File: src/rtl/triple_serializer_pkg.sv
// rtl/triple_serializer_pkg.sv - shared state encoding and frame constants for triple_serializer
package triple_serializer_pkg;

    // The encoding is chosen so that each data state equals its 1-based beat
    // number; the final-beat state of a frame is therefore its frame length.
    typedef enum logic [2:0] {
        STATE_IDLE = 3'd0,
        STATE_BIT0 = 3'd1,
        STATE_BIT1 = 3'd2,
        STATE_BIT2 = 3'd3,
        STATE_VOTE = 3'd4
    } state_e;

    localparam int FRAME_LEN_VOTE   = 4;
    localparam int FRAME_LEN_NOVOTE = 3;

endpackage

File: src/rtl/pair_triple_vote.sv
// rtl/pair_triple_vote.sv - combinational 3-input pair/triple majority vote
// Ports:
//   a_i, b_i, c_i : triple bits
//   vote_o        : 1 when at least two inputs are 1 (gate-level X semantics)
module pair_triple_vote (
    input  logic a_i,
    input  logic b_i,
    input  logic c_i,
    output logic vote_o
);

    assign vote_o = (a_i & b_i) | (b_i & c_i) | (a_i & c_i);

endmodule

File: src/rtl/triple_serializer.sv
// rtl/triple_serializer.sv - serializes a latched 3-bit triple (plus optional vote) onto a 1-bit stream
// Ports:
//   clk, rst                     : clock, synchronous active-high reset
//   istream_val / istream_rdy    : input triple handshake
//   in0, in1, in2                : triple bits, sampled on input handshake
//   ostream_val / ostream_rdy    : output beat handshake
//   ostream_data                 : beat payload
//   ostream_first / ostream_last : frame delimiters
module triple_serializer
    import triple_serializer_pkg::*;
#(
    parameter bit p_emit_vote = 1'b1
) (
    input  logic clk,
    input  logic rst,
    input  logic istream_val,
    output logic istream_rdy,
    input  logic in0,
    input  logic in1,
    input  logic in2,
    output logic ostream_val,
    input  logic ostream_rdy,
    output logic ostream_data,
    output logic ostream_first,
    output logic ostream_last
);

    localparam int          FRAME_LEN  = p_emit_vote ? FRAME_LEN_VOTE : FRAME_LEN_NOVOTE;
    localparam logic [2:0]  LAST_STATE = 3'(FRAME_LEN);

    state_e     state_q, state_d;
    logic [2:0] triple_q, triple_d;
    logic       vote;

    pair_triple_vote u_vote (
        .a_i    (triple_q[0]),
        .b_i    (triple_q[1]),
        .c_i    (triple_q[2]),
        .vote_o (vote)
    );

    always_ff @(posedge clk) begin
        if (rst) begin
            state_q  <= STATE_IDLE;
            triple_q <= 3'b000;
        end else begin
            state_q  <= state_d;
            triple_q <= triple_d;
        end
    end

    always_comb begin
        state_d       = state_q;
        triple_d      = triple_q;
        istream_rdy   = 1'b0;
        ostream_val   = 1'b0;
        ostream_data  = 1'b0;
        ostream_first = 1'b0;
        ostream_last  = 1'b0;

        case (state_q)
            STATE_IDLE: begin
                istream_rdy = 1'b1;
                if (istream_val) begin
                    triple_d = {in2, in1, in0};
                    state_d  = STATE_BIT0;
                end
            end
            STATE_BIT0: begin
                ostream_val   = 1'b1;
                ostream_data  = triple_q[0];
                ostream_first = 1'b1;
                if (ostream_rdy) state_d = STATE_BIT1;
            end
            STATE_BIT1: begin
                ostream_val  = 1'b1;
                ostream_data = triple_q[1];
                if (ostream_rdy) state_d = STATE_BIT2;
            end
            STATE_BIT2: begin
                ostream_val  = 1'b1;
                ostream_data = triple_q[2];
                if (ostream_rdy) state_d = p_emit_vote ? STATE_VOTE : STATE_IDLE;
            end
            STATE_VOTE: begin
                ostream_val  = 1'b1;
                ostream_data = vote;
                if (ostream_rdy) state_d = STATE_IDLE;
            end
            default: state_d = STATE_IDLE;
        endcase

        ostream_last = (state_q == LAST_STATE);

        // Reset forces every output quiet on the reset cycle itself, even when
        // the register still holds a mid-frame state.
        if (rst) begin
            istream_rdy   = 1'b0;
            ostream_val   = 1'b0;
            ostream_data  = 1'b0;
            ostream_first = 1'b0;
            ostream_last  = 1'b0;
        end
    end

endmodule
File: config.mk
export PLATFORM = sky130hd
export DESIGN_NAME = triple_serializer
export DESIGN_NICKNAME = d
export VERILOG_FILES = /design/src/rtl/triple_serializer_pkg.sv /design/src/rtl/pair_triple_vote.sv /design/src/rtl/triple_serializer.sv
export SDC_FILE = /design/constraint.sdc
export NUM_CORES = 1
export LEC_CHECK = 0
export CAP_MARGIN = 20
export CORE_AREA = 5 5 42 44
export CTS_BUF_LIST = sky130_fd_sc_hd__clkbuf_8
export DETAILED_ROUTE_END_ITERATION = 10
export DIE_AREA = 0 0 47 49
export GPL_TIMING_DRIVEN = 1
export PLACE_DENSITY = 0.55
export RECOVER_POWER = 100
export REMOVE_ABC_BUFFERS = 1
export SYNTH_ARGS = -nofsm -noshare
export SYNTH_HDL_FRONTEND = slang
export SYNTH_SLANG_ARGS = --single-unit
File: constraint.sdc
create_clock -name clk -period 2.8 [get_ports clk]
set_input_delay 0.7 -clock clk [delete_from_list [all_inputs] [get_ports clk]]
set_output_delay 0.7 -clock clk [all_outputs]
set_load 0.02 [all_outputs]
==> flow_summary.yaml, run 1 <==
status:
  status: "finished, final reports clean"
cts:
  cts_max_path_buffers: 2
  htree_levels: 1
  insertion_delay_ns: 0.22
  cts_tree: "done"
  postCtsHoldBufs: 0
  clk_pin_slew_worst_paths_ns: 0.03
  numClockSinks: 6
  root_buffer: "clkbuf_8"
  cts_made_buffers: 3
  postCtsSetupBuffers: 0
synth:
  synth_ff_type: "dfxtp_1"
  synth_cells: 39
  ys_seq_elements: 6
  synthArstFlopShare_pct: 0
  ys_types: 23
  yosys_warnings: 0
  avgSynthCellArea_sq_um: 9.34
  netlist_area_sq_um: 364
  yosysSeqAreaShare_pct: 33.0
  synth-edff-count: 0
sta:
  fmax_ghz: 0.378
  skew_ns: 0.000744
  hold_violations: 0
  finalSetupViolations: 0
  layout_setup_ws_ns: 0.152
  rsz0062_at_grt: "no"
  final.period_utilization_pct: 94.6
  tns_ns: 0
  finalCriticalPeriod_ns: 2.65
  worst_pin_slew_ns: 0.871
  holdWs_ns: 0.531
  slew_violations: 0
  relSlewSlack_pct: 41.1
layout:
  area_delta_synth_final_pct: 35.7
  layout_common_cells: "nor2_1, dfxtp_1, clkdlybuf4s50_1"
  layout.nets: 61
  diodes: 0
  drive_above_1_share_pct: 15.4
  fin_area_sq_um: 494
  final_cells: 68
critical_path:
  worst-setup-path-type: "in2out"
  critPathLaunchType: "primary input"
  crit_required_ns: 2.10
  endpoint_kind: "output pin"
  crit_fanout: 6
  ff2ff_path_depth: 4
  cp.arrival_ns: 1.95
power:
  cellLeakagePower_nw: 0.195
  peakVddDrop_mv: 0.298
  power_density_nw_per_um2: 571
floorplanning:
  io_pins: 12
  die_w_um: 47
  rows: 14
  die_area_sq_um: 2300
  core-area_sq_um: 1400
  initial_core_util_pct: 26.0
  dieHeight_um: 49
worst_hold_path:
  hold_class: "reg2reg"
  holdPathStages: 2
route:
  routed_via_density: 4.66
  vias: 317
  firstDrtPassIters: 4
  drt-wirelength-per-cell_um: 11.5
  drtIter0Drc: 3
  final_antenna_net_count: 0
  drc: 0
  wl_um: 780
placement:
  place_hpwl_um: 604
  dp_slack_ns: -0.0165
  dpl.cell_count: 65
  place_area_sq_um: 492
  gp_congestion: 0.731
  io_buffer_count: 11
grt:
  grt_start_max_net_pins: 12
  antenna_found_initial: 0
  grt_pass1_vias: 310
  grt.overflow.total: 0
  grt_pass1_wl_um: 1340
  grtUsageTotal_pct: 8.32
job:
  maxCapViolCount: 0
-- critical path: stages --
cell and delay (ns):
clkdlybuf4s50_1 0.50, nor2_1 0.14, clkdlybuf4s50_1 0.61
-- Yosys cell counts (2+ instances only) --
master	instances	area, sq um
nor2_1	6	22.5
xor2_1	2	17.5
mux2i_1	3	30.0
mux2_2	2	22.5
nor3_1	2	10.0
nand2_1	2	7.51
dfxtp_1	6	120
-- power breakdown --
| part | internal, mW | leakage [nW] | switching (mW) | total [mW] |
|---|---|---|---|---|
| logic | 0.0285 | 0.124 | 0.0275 | 0.0560 |
| registers | 0.0925 | 0.0492 | 0.00855 | 0.101 |
| clock network | 0.0920 | 0.0216 | 0.0331 | 0.125 |
| total | 0.213 | 0.195 | 0.0691 | 0.282 |
-- flip-flops by register name, summed over array words and instances, names as in the netlist --
signal and count:
state_q 3, triple_q 3
-- logic make-up after synthesis --
logic type | synth area share [%]
and+or+nand+nor | 27.8
buffers and inverters | 6.87
xor gates and xnor gates | 4.81
DFF | 33.0
muxes | 14.4
AOI/OAI and AO/OA | 13.1
-- layout make-up --
class,instances,area (sq um)
Tap cell,16,20.0
Timing Repair Buffer,14,109
Sequential cell,6,120
Clock buffer,3,41.3
Multi-Input combinational cell,29,204
Fill cell,155,907
-- per-stage QoR --
stage	total power, mW	util [%]
after global routing	0.301	35.3
final	0.282	35.3
after CTS	0.295	37.9
after floorplan	0.138	-
after global placement	0.168	35.1
after detailed placement	0.168	35.1
-- layer usage --
layer,up-vias,part of all wire [%],GRT usage (%)
li1,166,-,-
met1,138,49,10.8
met2,9,42,10.2
met3,4,6.3,3.32
met4,0,2.7,6.91
met5,-,0,0
-- what timing repair did --
action	4_1_cts	5_1_grt
gates resized for setup	1	3
pin swaps	0	0
gates cloned	0	0
setup endpoints to repair	1	3
-- final timing paths --
path	from	to	slack, ns
max	rst	ostream_last	0.15
min	triple_q[2]$_SDFFE_PP0P_	triple_q[2]$_SDFFE_PP0P_	0.53
max reg2reg	state_q[1]$_SDFFE_PP0P_	triple_q[0]$_SDFFE_PP0P_	1.11
min reg2reg	triple_q[2]$_SDFFE_PP0P_	triple_q[2]$_SDFFE_PP0P_	0.53
Note: power is estimated with default switching activity, not from simulation.
==> inputs of run 2 (changes only) <==
- SETUP_SLACK_MARGIN: unset -> 0.2
==> run 2 against run 1 <==
Critical path depth is 1 higher. Clock power hardly changed. Sequential share of layout area is 0.72 points lower. Sequential power hardly changed. Clock skew hardly changed. Combinational power is 3% higher. Core utilization is 1.1 points higher. Global-route usage stayed put. Fmax is 2.5% higher. Critical path type unchanged. Largest cell class unchanged.
==> flow_summary.yaml, run 2 (same netlist as run 1, synthesis figures left out) <==
power:
  p_int_uw: 215
  cellLeakagePower_nw: 0.215
  peakVddDrop_mv: 0.298
  swShare_pct: 24.3
  p_clk_share_pct: 44.1
  seq_power_share_pct: 35.6
  power_switching_uw: 69.0
  pwr-share-comb_pct: 20.3
  power_density_nw_per_um2: 557
floorplanning:
  die_area_sq_um: 2300
  core-area_sq_um: 1400
  rows: 14
  initial_core_util_pct: 26.0
  io_pins: 12
  die_w_um: 47
  dieHeight_um: 49
sta:
  relSlewSlack_pct: 41.1
  worst_pin_slew_ns: 0.871
  rsz0062_at_grt: "no"
  skew_ns: 0.000739
  hold_violations: 0
  fmax_ghz: 0.387
  final.period_utilization_pct: 92.3
  finalSetupViolations: 0
  finalCriticalPeriod_ns: 2.58
  slew_violations: 0
route:
  drt-wirelength-per-cell_um: 11.4
  routed_via_density: 4.66
  drtIter0Drc: 3
  firstDrtPassIters: 4
  vias: 317
  drc: 0
  final_antenna_net_count: 0
  wl_um: 772
cts:
  postCtsHoldBufs: 0
  insertion_delay_ns: 0.22
  clk_pin_slew_worst_paths_ns: 0.03
  cts_max_path_buffers: 2
  root_buffer: "clkbuf_8"
  cts_tree: "done"
  cts_made_buffers: 3
  numClockSinks: 6
  htree_levels: 1
  postCtsSetupBuffers: 0
layout:
  diodes: 0
  area_delta_synth_final_pct: 39.9
  drive_above_1_share_pct: 15.4
  final_util_pct: 36.3
  fin_area_sq_um: 509
  nFillCells: 156
  layout_common_cells: "nor2_1, dfxtp_1, dlygate4sd2_1"
  layout.nets: 61
  reg_top3: "state_q x3, triple_q x3"
worst_hold_path:
  hold_class: "reg2reg"
grt:
  grtUsageTotal_pct: 8.32
  antenna_found_initial: 0
  grt_start_max_net_pins: 12
  grt.overflow.total: 0
  grt_pass1_wl_um: 1340
  grt_pass1_vias: 310
critical_path:
  endpoint_kind: "output pin"
  cp.arrival_ns: 1.88
  crit_fanout: 6
  critPathLaunchType: "primary input"
  worst-setup-path-type: "in2out"
  crit_required_ns: 2.10
placement:
  place_area_sq_um: 492
  io_buffer_count: 11
  place_hpwl_um: 604
  gp_congestion: 0.731
status:
  status: "finished, final reports clean"
job:
  maxCapViolCount: 0
[run 2: per-layer routing]
metal  GRT usage, %  share of wire [%]  up-vias
met4           6.91                2.7        0
met1           10.8                 48      138
met3           3.32                7.3        4
li1               -                  -      166
met2           10.2                 42        9
met5              0                  0        -
[run 2: power by group through the flow]
stage	logic (mW)	clock network (mW)	registers (mW)
2_1_floorplan	0.0354	0	0.103
3_3_place_gp	0.0652	0	0.103
3_5_place_dp	0.0651	0	0.103
4_1_cts	0.0617	0.129	0.102
5_1_grt	0.0633	0.137	0.102
6_report	0.0575	0.125	0.101
[run 2: layout make-up]
| class | instances | area, sq um | area share, % |
|---|---|---|---|
| sequential | 6 | 120 | 23.6 |
| multi-input combinational | 29 | 204 | 40.0 |
| clock buffer | 3 | 41.3 | 8.11 |
| timing repair buffer | 14 | 124 | 24.3 |
| tap | 16 | 20.0 | 3.93 |
[run 2: worst paths after layout]
path	startpoint	endpoint	slack, ns	cells past startpoint
worst max-delay path	rst	ostream_val	0.22	4
worst min-delay path	triple_q[2]$_SDFFE_PP0P_	triple_q[2]$_SDFFE_PP0P_	0.53	2
worst max register to register	state_q[1]$_SDFFE_PP0P_	triple_q[0]$_SDFFE_PP0P_	1.11	4
worst min register to register	triple_q[2]$_SDFFE_PP0P_	triple_q[2]$_SDFFE_PP0P_	0.53	2
[run 2: stage by stage]
step	setup TNS, ns	cells	worst slack, ns	hold slack [ns]	total power, mW
floorplan	0	35	0.771	0.479	0.138
global route	0	68	0.119	0.558	0.303
global placement	-0.00640	65	-0.00640	0.520	0.168
CTS	0	68	0.268	0.536	0.293
detailed placement	-0.0165	65	-0.0165	0.531	0.168
finish	0	68	0.215	0.531	0.284
[run 2: critical path, stage by stage]
cell,delay [ns]
dlygate4sd3_1,0.62
clkbuf_1,0.16
nor2_1,0.10
clkdlybuf4s15_1,0.30
[run 2: what timing repair did]
| item | in CTS | in global routing |
|---|---|---|
| gates resized for setup | 5 | 1 |
| endpoints found under the hold margin | 0 | 0 |
| setup endpoints to repair | 5 | 1 |
==> inputs of run 3 (changes only) <==
- ABC_AREA: unset -> 0
==> results of run 3 <==
Same layout as run 2: the final DEF is identical, and so are final timing and power.
